File: src/rtl/lsu.sv
// Load/store unit: one outstanding memory access with a wait-timeout.
// Ports: clk/rst, ex_* request, stall, mem_* bus, wb_* load result, exc_* pulses.
module lsu #(
  parameter int unsigned MAX_WAIT = 15
) (
  input  logic        clk,
  input  logic        rst,
  input  logic        ex_valid,
  input  logic        ex_read,
  input  logic        ex_write,
  input  logic [2:0]  ex_funct3,
  input  logic [31:0] ex_addr,
  input  logic [31:0] ex_wdata,
  input  logic [4:0]  ex_rd,
  output logic        stall,
  output logic        mem_req,
  output logic        mem_we,
  output logic [31:0] mem_addr,
  output logic [31:0] mem_wdata,
  output logic [3:0]  mem_be,
  input  logic        mem_ack,
  input  logic [31:0] mem_rdata,
  output logic        wb_valid,
  output logic [4:0]  wb_rd,
  output logic [31:0] wb_data,
  output logic        exc_misalign,
  output logic        exc_timeout
);

  localparam logic [0:0] IDLE = 1'b0;
  localparam logic [0:0] BUSY = 1'b1;
  localparam logic [7:0] LIM  = 8'(MAX_WAIT - 1);

  logic [0:0]  state_q, state_d;
  logic [7:0]  cnt_q, cnt_d;
  logic        req_q, req_d;
  logic        we_q, we_d;
  logic [31:0] addr_q, addr_d;
  logic [31:0] wdata_q, wdata_d;
  logic [3:0]  be_q, be_d;
  logic [4:0]  rd_q, rd_d;
  logic [2:0]  f3_q, f3_d;
  logic [1:0]  off_q, off_d;
  logic        wbv_q, wbv_d;
  logic [31:0] wbd_q, wbd_d;
  logic        mis_q, mis_d;
  logic        tmo_q, tmo_d;

  logic        is_st;
  logic        f3_ok;
  logic        misal;
  logic        req;
  logic        go;
  logic        bad_al;
  logic [31:0] st_wdata;
  logic [3:0]  st_be;
  logic [31:0] rsh;
  logic [15:0] hw;
  logic [31:0] ld_data;

  // Both read and write set: the load wins.
  assign is_st = ex_write & ~ex_read;

  always_comb begin
    f3_ok = 1'b0;
    misal = 1'b0;
    unique case (ex_funct3)
      3'b000: f3_ok = 1'b1;
      3'b001: begin
        f3_ok = 1'b1;
        misal = ex_addr[0];
      end
      3'b010: begin
        f3_ok = 1'b1;
        misal = |ex_addr[1:0];
      end
      3'b100: f3_ok = ~is_st;
      3'b101: begin
        f3_ok = ~is_st;
        misal = ex_addr[0];
      end
      default: f3_ok = 1'b0;
    endcase
  end

  assign req    = ex_valid & (ex_read | ex_write)
                & (state_q == IDLE);
  assign go     = req & f3_ok & ~misal;
  assign bad_al = req & f3_ok & misal;

  assign stall = ~rst & ((state_q == BUSY) | go);

  always_comb begin
    st_wdata = 32'h0;
    st_be    = 4'b1111;
    if (is_st) begin
      unique case (ex_funct3)
        3'b000: begin
          st_wdata = {4{ex_wdata[7:0]}};
          st_be    = 4'b0001 << ex_addr[1:0];
        end
        3'b001: begin
          st_wdata = {2{ex_wdata[15:0]}};
          st_be    = ex_addr[1] ? 4'b1100 : 4'b0011;
        end
        default: st_wdata = ex_wdata;
      endcase
    end
  end

  // Lane select from the latched byte offset.
  assign rsh = mem_rdata >> {off_q, 3'b000};
  assign hw  = off_q[1] ? mem_rdata[31:16] : mem_rdata[15:0];

  always_comb begin
    unique case (f3_q)
      3'b000:  ld_data = {{24{rsh[7]}}, rsh[7:0]};
      3'b001:  ld_data = {{16{hw[15]}}, hw};
      3'b100:  ld_data = {24'h0, rsh[7:0]};
      3'b101:  ld_data = {16'h0, hw};
      default: ld_data = mem_rdata;
    endcase
  end

  always_comb begin
    state_d = state_q;
    cnt_d   = cnt_q;
    req_d   = req_q;
    we_d    = we_q;
    addr_d  = addr_q;
    wdata_d = wdata_q;
    be_d    = be_q;
    rd_d    = rd_q;
    f3_d    = f3_q;
    off_d   = off_q;
    wbv_d   = 1'b0;
    wbd_d   = wbd_q;
    mis_d   = 1'b0;
    tmo_d   = 1'b0;
    unique case (state_q)
      IDLE: begin
        mis_d = bad_al;
        if (go) begin
          state_d = BUSY;
          cnt_d   = 8'h0;
          req_d   = 1'b1;
          we_d    = is_st;
          addr_d  = {ex_addr[31:2], 2'b00};
          wdata_d = st_wdata;
          be_d    = st_be;
          rd_d    = ex_rd;
          f3_d    = ex_funct3;
          off_d   = ex_addr[1:0];
        end
      end
      BUSY: begin
        // Ack beats the timeout on the final wait cycle.
        if (mem_ack) begin
          state_d = IDLE;
          req_d   = 1'b0;
          wbv_d   = ~we_q;
          if (!we_q) wbd_d = ld_data;
        end else if (cnt_q == LIM) begin
          state_d = IDLE;
          req_d   = 1'b0;
          tmo_d   = 1'b1;
        end else begin
          cnt_d = cnt_q + 8'h1;
        end
      end
      default: state_d = IDLE;
    endcase
  end

  always_ff @(posedge clk) begin
    if (rst) begin
      state_q <= IDLE;
      cnt_q   <= 8'h0;
      req_q   <= 1'b0;
      we_q    <= 1'b0;
      addr_q  <= 32'h0;
      wdata_q <= 32'h0;
      be_q    <= 4'h0;
      rd_q    <= 5'h0;
      f3_q    <= 3'h0;
      off_q   <= 2'h0;
      wbv_q   <= 1'b0;
      wbd_q   <= 32'h0;
      mis_q   <= 1'b0;
      tmo_q   <= 1'b0;
    end else begin
      state_q <= state_d;
      cnt_q   <= cnt_d;
      req_q   <= req_d;
      we_q    <= we_d;
      addr_q  <= addr_d;
      wdata_q <= wdata_d;
      be_q    <= be_d;
      rd_q    <= rd_d;
      f3_q    <= f3_d;
      off_q   <= off_d;
      wbv_q   <= wbv_d;
      wbd_q   <= wbd_d;
      mis_q   <= mis_d;
      tmo_q   <= tmo_d;
    end
  end

  assign mem_req      = req_q;
  assign mem_we       = we_q;
  assign mem_addr     = addr_q;
  assign mem_wdata    = wdata_q;
  assign mem_be       = be_q;
  assign wb_valid     = wbv_q;
  assign wb_rd        = rd_q;
  assign wb_data      = wbd_q;
  assign exc_misalign = mis_q;
  assign exc_timeout  = tmo_q;

endmodule

File: config.mk
export PLATFORM = sky130hd
export DESIGN_NAME = lsu
export DESIGN_NICKNAME = d
export VERILOG_FILES = /design/src/rtl/lsu.sv
export SDC_FILE = /design/constraint.sdc
export NUM_CORES = 1
export LEC_CHECK = 0
export ABC_AREA = 1
export CAP_MARGIN = 10
export CORE_AREA = 8 8 130 132
export DETAILED_ROUTE_END_ITERATION = 16
export DIE_AREA = 0 0 138 140
export DONT_BUFFER_PORTS = 1
export PLACE_DENSITY = 0.65
export SLEW_MARGIN = 25
export SYNTH_ARGS = -nofsm -noshare
export SYNTH_HDL_FRONTEND = slang
export SYNTH_SLANG_ARGS = --single-unit
File: constraint.sdc
create_clock -name clk -period 2.5 [get_ports clk]
set_input_delay 0.5 -clock clk [delete_from_list [all_inputs] [get_ports clk]]
set_output_delay 0.5 -clock clk [all_outputs]
set_load 0.05 [all_outputs]
==> flow_summary.json <==
{
  "run_status": "complete, no violations",
  "holdWs_ns": 0.158,
  "r2r_start": "state_q",
  "worst_slack_ns": 0.438,
  "fmax_mhz": 485,
  "gp_congestion": 0.885,
  "required_ns": 2.00,
  "drtAntennaViolNets": 0,
  "cts_tree": "yes",
  "numCtsBuffers": 17,
  "worstSetupPathType": "register to output pin",
  "antenna_found_initial": 2,
  "grt_pass1_wl_mm": 27.9,
  "dp_hpwl_mm": 13.0,
  "hold_class": "input pin to register",
  "nFillCells": 1594,
  "synth_seq_cells": 122,
  "grt_max_degree": 71,
  "ys_seq_area_share_pct": 42.3,
  "design.core.area_sq_mm": 0.0149,
  "via_per_inst": 5.09,
  "power_density_mw_per_mm2": 817,
  "r2r_cells": 6,
  "route.vias.total": 5346,
  "peakVddDrop_v": 0.000473,
  "cap_violations": 0,
  "drive_gt1_share_pct": 7.91,
  "areaGrowthSynthToFinish_pct": 12.1,
  "ys.flop_type": "dfxtp_1",
  "startpoint": "state_q",
  "start_util_pct": 38.9,
  "reg2reg_slack_ns": 0.71,
  "relSlewSlack_pct": 62.1,
  "path_clk_slew_ns": 0.06,
  "synth_enable_flop_cells": 0,
  "grt_pass1_vias": 5124,
  "drc_errors": 0,
  "htree_levels": 4,
  "cts-root-buf": "clkbuf_16",
  "die_area_sq_mm": 0.0193,
  "p_leak_nw": 2.80,
  "rsz0062_at_grt": "false",
  "hold_viol_final": 0,
  "io_buffers": 0,
  "hold_depth": 1,
  "crit_arrival_ns": 1.56,
  "netlist.area_leader.share_pct": 42.3,
  "setup_viol": 0,
  "synthTopCellsByArea": "dfxtp_1 (42%), nand2_1 (12%), nor2_1 (12%)",
  "tightestPinTransition_ns": 0.568,
  "syn_inst": 866,
  "synth_common_cells": "nand2_1 (180), nor2_1 (180), dfxtp_1 (122), o21ai_0 (93), inv_1 (63)",
  "post_cts.repair.setup_buffers": 0,
  "fin_crit_sh_pct": 82.5,
  "synth_area_sq_mm": 0.00578,
  "yosysTopAreaCell": "dfxtp_1",
  "start_kind": "register",
  "async_flop_share_pct": 0,
  "wl_mm": 17.8,
  "yosysWarnings": 0,
  "die_y_um": 140,
  "ctsLongestPathBuffers": 2,
  "final_util_pct": 43.6,
  "grt.overflow.total": 0,
  "firstDrtPassIters": 5,
  "die_x_um": 138,
  "cts.sinks": 122,
  "ctsHoldBuffers": 0,
  "grt_use_total_pct": 17.9,
  "worst-path-max-fanout": 4,
  "worst_setup_path_end_kind": "output pin",
  "core.rowCount": 45,
  "clock_latency_ns": 0.41,
  "slew_viol_final": 0,
  "drtIter0Drc": 342,
  "synth_cell_type_count": 36,
  "min_period_ns": 2.06,
  "ioPinCount": 221,
  "clock_skew_ns": 0.00695,
  "post_synth.cell_area_avg_sq_um": 6.67,
  "place_ws_ns": 0.472,
  "ctsResizeCount": 0,
  "nets": 959,
  "hp-start": "rst",
  "tns_ns": 0,
  "wl_per_cell_um": 17.0
}
[area by class of cell]
class | instances | area, sq um | share of cell area, %
Antenna cell | 2 | 5.00 | 0.0772
Multi-Input combinational cell | 628 | 2840 | 43.8
Clock buffer | 17 | 425 | 6.56
Tap cell | 188 | 235 | 3.63
Timing Repair Buffer | 12 | 128 | 1.97
Sequential cell | 122 | 2440 | 37.7
Inverter | 66 | 248 | 3.82
Clock inverter | 15 | 156 | 2.41
[flip-flops by register name, summed over array words and instances, names as in the netlist, 2 cells and up]
name and cells:
mem_wdata 32, wb_data 32, mem_addr 30, cnt_q 8, wb_rd 5, mem_be 4
f3_q 3, off_q 2
[cells by family after synthesis]
group                    count (synthesis)  synth area share, %
AND/OR/NAND/NOR                        440                 31.8
buffers and inverters                  117                 8.64
AO/OA/AOI/OAI                          182                 16.5
adder cells (fa/ha/maj)                  2                0.433
flip-flops                             122                 42.3
other                                    1               0.0649
XOR/XNOR                                 2                0.303
[layer usage]
layer  share of wire, %  up-vias  track usage (%)
met5                  0        -                0
met4                1.3        0             5.43
met3                 11       16             8.65
met2                 47      183             29.5
met1                 41     2405             20.1
li1                   -     2742                -
[per-stage QoR]
stage               instance area (sq um)  cells  power [W]
finish                               6480   1050    0.00530
global route                         6480   1050    0.00554
CTS                                  6470   1048    0.00536
detailed placement                   5890   1016    0.00295
global placement                     5890   1016    0.00295
floorplan                            5780    867    0.00284
[layout by cell type (no fill, tap or decap), drive strengths merged]
cell,n
diode,2
nor2,183
a21oi,62
buf,12
nand3b,4
or2,9
nand2,185
clkinv,7
a21o,7
a31o,1
dfxtp,122
o211ai,3
xor2,1
a31oi,1
nor3,5
inv,72
nand4,7
o21ai,105
clkbuf,17
o21bai,1
clkinvlp,1
ha,2
nand3,47
bufinv,1
a21boi,1
a211oi,1
xnor2,1
conb,2
[worst max-delay path, stage by stage, from the launching register on]
cell	delay (ns)
dfxtp_1	0.37
nor2_1	0.21
nand3_2	0.14
a21oi_1	0.20
buf_4	0.23
[power breakdown]
part	internal, W	switching (W)
Combinational	0.000161	0.000332
Clock	0.00140	0.000990
Sequential	0.00204	0.000371
Total	0.00360	0.00169
[path summary, 6_finish.rpt]
path          endpoint
max reg2reg  mem_be[1]
max              stall
min           wb_valid
min reg2reg   off_q[1]
(Power assumes the default switching activity.)
